### src/rtl/tour_cmd_seq.sv
// Knight's-tour command sequencer. When a solved tour is ready it owns the
// cmd_proc command path, fetches each one-hot move by index and issues it as
// a 2-square leg followed by a 1-square leg, handshaking each command.
module tour_cmd_seq #(
  parameter int unsigned NUM_MOVES    = 24,
  parameter int unsigned FANFARE_MODE = 1,
  parameter logic [7:0]  RESP_DONE    = 8'hA5,
  parameter logic [7:0]  RESP_BUSY    = 8'h5A,
  localparam int unsigned IDX_W       = $clog2(NUM_MOVES)
) (
  input  logic             clk,
  input  logic             rst_n,
  input  logic             start_tour,
  input  logic             abort_tour,
  input  logic [7:0]       move,
  output logic [IDX_W-1:0] mv_indx,
  input  logic [15:0]      cmd_UART,
  input  logic             cmd_rdy_UART,
  output logic [15:0]      cmd,
  output logic             cmd_rdy,
  input  logic             clr_cmd_rdy,
  input  logic             send_resp,
  output logic [7:0]       resp,
  output logic             tour_busy,
  output logic             tour_done,
  output logic             tour_err
);

  localparam logic [3:0] OpMove    = 4'h2;
  localparam logic [3:0] OpMoveFan = 4'h3;
  localparam logic [7:0] HdgN      = 8'h00;
  localparam logic [7:0] HdgW      = 8'h3F;
  localparam logic [7:0] HdgS      = 8'h7F;
  localparam logic [7:0] HdgE      = 8'hBF;
  localparam logic [IDX_W-1:0] LastIdx = IDX_W'(NUM_MOVES - 1);

  typedef enum logic [2:0] {
    StIdle,
    StFetch,
    StLeg1,
    StLeg1Wt,
    StLeg2,
    StLeg2Wt
  } state_e;

  state_e           state_q, state_d;
  logic [IDX_W-1:0] idx_q, idx_d;
  logic [7:0]       mv_q, mv_d;
  logic             done_q, done_d;
  logic             err_q, err_d;

  logic             last_idx;
  logic             move_onehot;
  logic             fanfare;
  logic [7:0]       hdg1, hdg2;
  logic [15:0]      leg_cmd;

  assign last_idx    = (idx_q == LastIdx);
  assign move_onehot = (move != 8'h00) && ((move & (move - 8'd1)) == 8'h00);

  // Heading pair for the latched move: first direction travels 2, second 1.
  always_comb begin
    hdg1 = HdgN;
    hdg2 = HdgN;
    unique case (mv_q)
      8'h01:   begin hdg1 = HdgN; hdg2 = HdgW; end
      8'h02:   begin hdg1 = HdgN; hdg2 = HdgE; end
      8'h04:   begin hdg1 = HdgW; hdg2 = HdgN; end
      8'h08:   begin hdg1 = HdgW; hdg2 = HdgS; end
      8'h10:   begin hdg1 = HdgS; hdg2 = HdgW; end
      8'h20:   begin hdg1 = HdgS; hdg2 = HdgE; end
      8'h40:   begin hdg1 = HdgE; hdg2 = HdgS; end
      8'h80:   begin hdg1 = HdgE; hdg2 = HdgN; end
      default: begin hdg1 = HdgN; hdg2 = HdgN; end
    endcase
  end

  // Fanfare opcode selection for the second leg.
  always_comb begin
    fanfare = 1'b0;
    case (FANFARE_MODE)
      1:       fanfare = 1'b1;
      2:       fanfare = last_idx;
      default: fanfare = 1'b0;
    endcase
  end

  // Leg command currently presented; leg 1 is also shown during FETCH.
  always_comb begin
    leg_cmd = {OpMove, hdg1, 4'h2};
    if (state_q == StLeg2 || state_q == StLeg2Wt) begin
      leg_cmd = {(fanfare ? OpMoveFan : OpMove), hdg2, 4'h1};
    end
  end

  // Next-state logic; abort wins over every other event outside IDLE.
  always_comb begin
    state_d = state_q;
    idx_d   = idx_q;
    mv_d    = mv_q;
    done_d  = 1'b0;
    err_d   = 1'b0;
    if (state_q == StFetch) begin
      mv_d = move;
    end
    if (state_q != StIdle && abort_tour) begin
      state_d = StIdle;
    end else begin
      unique case (state_q)
        StIdle: begin
          if (start_tour && !abort_tour) begin
            state_d = StFetch;
            idx_d   = '0;
          end
        end
        StFetch: begin
          // Check the value being latched so FETCH stays a single cycle.
          if (move_onehot) begin
            state_d = StLeg1;
          end else begin
            state_d = StIdle;
            err_d   = 1'b1;
          end
        end
        StLeg1:   if (clr_cmd_rdy) state_d = StLeg1Wt;
        StLeg1Wt: if (send_resp)   state_d = StLeg2;
        StLeg2:   if (clr_cmd_rdy) state_d = StLeg2Wt;
        StLeg2Wt: begin
          if (send_resp) begin
            if (last_idx) begin
              state_d = StIdle;
              done_d  = 1'b1;
            end else begin
              state_d = StFetch;
              idx_d   = idx_q + 1'b1;
            end
          end
        end
        default: state_d = StIdle;
      endcase
    end
  end

  // State, index, latched move and status pulse registers.
  always_ff @(posedge clk or negedge rst_n) begin
    if (!rst_n) begin
      state_q <= StIdle;
      idx_q   <= '0;
      mv_q    <= 8'h00;
      done_q  <= 1'b0;
      err_q   <= 1'b0;
    end else begin
      state_q <= state_d;
      idx_q   <= idx_d;
      mv_q    <= mv_d;
      done_q  <= done_d;
      err_q   <= err_d;
    end
  end

  // Command path mux and status outputs.
  always_comb begin
    tour_busy = (state_q != StIdle);
    if (tour_busy) begin
      cmd     = leg_cmd;
      cmd_rdy = (state_q == StLeg1) || (state_q == StLeg2);
    end else begin
      cmd     = cmd_UART;
      cmd_rdy = cmd_rdy_UART;
    end
    resp      = (state_q == StLeg2Wt && last_idx) ? RESP_DONE : RESP_BUSY;
    mv_indx   = idx_q;
    tour_done = done_q;
    tour_err  = err_q;
  end

endmodule

### config.mk
export PLATFORM = sky130hd
export DESIGN_NAME = tour_cmd_seq
export DESIGN_NICKNAME = d
export VERILOG_FILES = /design/src/rtl/tour_cmd_seq.sv
export SDC_FILE = /design/constraint.sdc
export NUM_CORES = 1
export LEC_CHECK = 0
export ABC_AREA = 1
export CAP_MARGIN = 20
export CORE_MARGIN = 3
export CORE_UTILIZATION = 38
export CTS_CLUSTER_DIAMETER = 200
export CTS_CLUSTER_SIZE = 20
export DETAILED_ROUTE_END_ITERATION = 10
export HOLD_SLACK_MARGIN = 0.06
export PLACE_DENSITY = 0.77
export SLEW_MARGIN = 0
export SYNTH_ARGS = -nofsm -noshare
export SYNTH_HDL_FRONTEND = slang
export SYNTH_SLANG_ARGS = --single-unit
### constraint.sdc
create_clock -name clk -period 1.68 [get_ports clk]
set_clock_uncertainty 0.2 [all_clocks]
set_input_delay 0.336 -clock clk [delete_from_list [all_inputs] [get_ports clk]]
set_output_delay 0.336 -clock clk [all_outputs]
set_load 0.01 [all_outputs]
==> flow_metrics.py <==
metrics = {
    "floorplanning": {
        "die_area_um2": 4580,
        "coreArea_um2": 3490,
        "placementRows": 21,
        "fp.dieH_um": 67.6,
        "initial_utilization_pct": 41.3,
        "die_w_um": 67.6,
        "ioPinCount": 64,
    },
    "placed_design": {
        "hpwl_um": 3350,
        "placed_cells": 382,
        "io_buffers": 63,
        "gp_congestion": 0.900,
        "dpl_cell_area_um2": 2450,
        "preCtsSetupSlack_ps": -689,
    },
    "critical_path": {
        "worstRegToRegCells": 14,
        "cp.arrival_ps": 2000,
        "worstPathRequired_ps": 1140,
        "end_kind": "output port",
        "criticalPathCategory": "flip-flop to output port",
        "reg2reg_from": "state_q[2]",
        "worstPathMaxFanout": 2,
        "start_kind": "flip-flop",
        "r2r-end": "state_q[1]",
        "worst-r2r-setup-slack_ps": -390,
    },
    "clocking": {
        "cts_buffers": 3,
        "clk_transition_reported_paths_ps": 70,
        "tritoncts": "done",
        "hold_buffers": 0,
        "cts_max_level": 1,
        "root_buffer": "clkbuf_8",
        "cts_sinks": 18,
        "clockBufferDepth": 2,
        "clock_latency_ps": 260,
    },
    "run_status": {
        "status": "finished, violations left",
        "violations": "negative setup slack",
    },
    "logic_synthesis": {
        "synth_top_family_by_area": "simple AND/OR/NAND/NOR gates",
        "synth_xor_area_share_pct": 1.21,
        "ys_ff_latch": 18,
        "synth_compound_area_share_pct": 9.10,
        "synth_nets": 265,
        "synthAdderAreaFrac_pct": 0.867,
        "yosys_warnings": 0,
        "synth_mux_area_share_pct": 0,
        "synth.area.top_cells": "dfrtp_1 (31%), nand2_1 (21%), inv_1 (7.8%), nor2_1 (7.0%), o21ai_0 (4.9%)",
        "netlist.area_leader.share_pct": 31.2,
        "ys_types": 24,
        "netlist_area_um2": 1440,
        "avgSynthCellArea_um2": 6.20,
        "ys_seq_area_share_pct": 31.2,
        "synth_top_area_cell": "dfrtp_1",
        "yosys.area_share.simple_pct": 43.9,
        "synth_cells": 233,
    },
    "detailed_routing": {
        "wl_um": 7930,
        "drtAntennaViolNets": 0,
        "drt_pass1_iterations": 6,
        "vias": 2378,
        "drtIter0Drc": 276,
        "routedWlPerCell_um": 18.7,
        "via_per_inst": 5.61,
        "route.detailed.drc": 0,
    },
    "global_routing": {
        "grt_max_degree": 19,
        "track_usage_pct": 25.7,
        "grt_overflow": 0,
        "grt_pass1_vias": 2002,
        "grt_antenna_before_repair": 0,
        "grt_pass1_wl_um": 8860,
    },
    "power": {
        "power.total_mw": 3.98,
        "vdd_drop_max_v": 0.000711,
        "p_leak_nw": 1.68,
        "power_density_nw_per_um2": 1290,
    },
    "sta": {
        "fin_crit_sh_pct": 151,
        "finalWorstPathRequiredPeriod_ps": 2540,
        "final_max_slew_viol_count": 0,
        "hold_viol": 0,
        "setup_viol": 35,
        "fmax_mhz": 394,
        "rsz0062_at_grt": "true",
        "slew_headroom_pct": 78.6,
        "tightestPinTransition_ps": 319,
        "timing.final.ws_setup_ps": -859,
    },
    "cells_and_area": {
        "antenna_cells": 0,
        "drive_gt1_share_pct": 50.8,
        "synthToLayoutAreaGrowth_pct": 114,
        "final_area_um2": 3090,
        "final_nets": 411,
        "fin_cells": 424,
        "utilization_pct": 88.5,
    },
    "min_path": {
        "min_path_type": "primary input to asynchronous set/reset pin",
    },
    "run": {
        "cap_violations": 0,
    },
}
==> state kept, by name, summed over array words and instances (netlist names) <==
signal	flops
tour_done	1
tour_err	1
mv_q	8
state_q	3
mv_indx	5
==> synthesized netlist by cell type <==
cell type / count
nand3_1: 11
nand3_2: 3
nor2_4: 1
nor3_2: 1
nand4_4: 1
o21ai_2: 1
nand4_1: 4
nor2_1: 27
dfrtp_1: 18
inv_2: 6
a21oi_1: 5
o21bai_1: 1
o21ai_0: 14
inv_1: 30
ha_1: 1
nor3_1: 4
nand2_1: 81
nor2_2: 5
or2_2: 1
buf_2: 2
buf_4: 7
nand2_2: 3
o21ai_1: 4
xor2_1: 2
==> kinds of logic after synthesis <==
| logic type | count (synthesis) |
|---|---|
| simple gates | 142 |
| flops | 18 |
| xor+xnor | 2 |
| compound gates | 25 |
| buf+inv | 45 |
| fa+ha+maj | 1 |
==> cells in the final DEF (no fill, tap or decap), types with 3 or more instances in the layout <==
cell type / synthesis / final
o21ai_1: 4 / 7
nand3_4: 0 / 3
a21oi_2: 0 / 3
nand4_1: 4 / 4
inv_1: 30 / 19
nand3_1: 11 / 9
clkdlybuf4s50_1: 0 / 30
clkbuf_8: 0 / 4
nor2_2: 5 / 7
nand2_1: 81 / 61
inv_4: 0 / 4
inv_2: 6 / 12
dfrtp_1: 18 / 18
buf_2: 2 / 13
buf_4: 7 / 58
nor2_4: 1 / 9
nand2_4: 0 / 8
o21ai_0: 14 / 10
buf_6: 0 / 42
nor2_1: 27 / 17
nand2_2: 3 / 15
dlygate4sd2_1: 0 / 4
==> worst max-delay path, stage by stage, from the launching register on <==
cell and delay, ps:
dfrtp_1 390, nor2_2 200, inv_2 90, nor3_1 230
o21ai_1 200, nand3_2 120, nand3_2 100, buf_6 130
buf_6 100, nand2_1 40, buf_2 120
==> worst max path at each step <==
stage | startpoint | endpoint | slack (ps) | cells after the start
floorplan | mv_indx[0] | resp[3] | -90 | 7
global placement | mv_q[2] | cmd[6] | -640 | 10
detailed placement | mv_q[2] | cmd[9] | -690 | 10
CTS | mv_q[0] | cmd[9] | -650 | 12
global route | mv_q[1] | cmd[7] | -870 | 12
finish | mv_q[1] | cmd[9] | -860 | 10
==> routing by layer <==
metal,share of wire [%],up-vias,global-route usage [%],routed length [um]
met4,7.7,0,11.9,611
met3,11,70,5.66,844
met1,34,1094,25.8,2680
met2,48,203,49.2,3800
met5,0,-,0,0
li1,-,1011,-,-
==> timing repair <==
| item | CTS | global route |
|---|---|---|
| resized for setup | 175 | 64 |
| pin swaps | 24 | 22 |
| endpoints found under the hold margin | 0 | 0 |
| gates cloned | 0 | 1 |
| setup buffers | 34 | 14 |
| endpoints found under the setup margin | 39 | 46 |
==> area by class of cell <==
cell class              count  area, um^2
repair buffers            150        1340
multi-input cells         170        1040
flip-flops and latches     18         450
fillers                   161         400
inverters                  36         150
well taps                  46        57.6
clock buffers               4        55.1
==> where the power goes <==
part           switching [mW]  internal, mW  total (mW)
registers               0.101         0.553       0.654
logic                    1.53          1.43        2.96
clock network           0.155         0.209       0.363
==> stage by stage <==
step	hold WS (ps)	setup TNS (ps)
after floorplan	-160	-833
after global placement	354	-11320
after detailed placement	373	-12030
after CTS	208	-10440
after global routing	277	-16400
final	263	-14830
No activity file was read; power rests on OpenSTA's default activity.
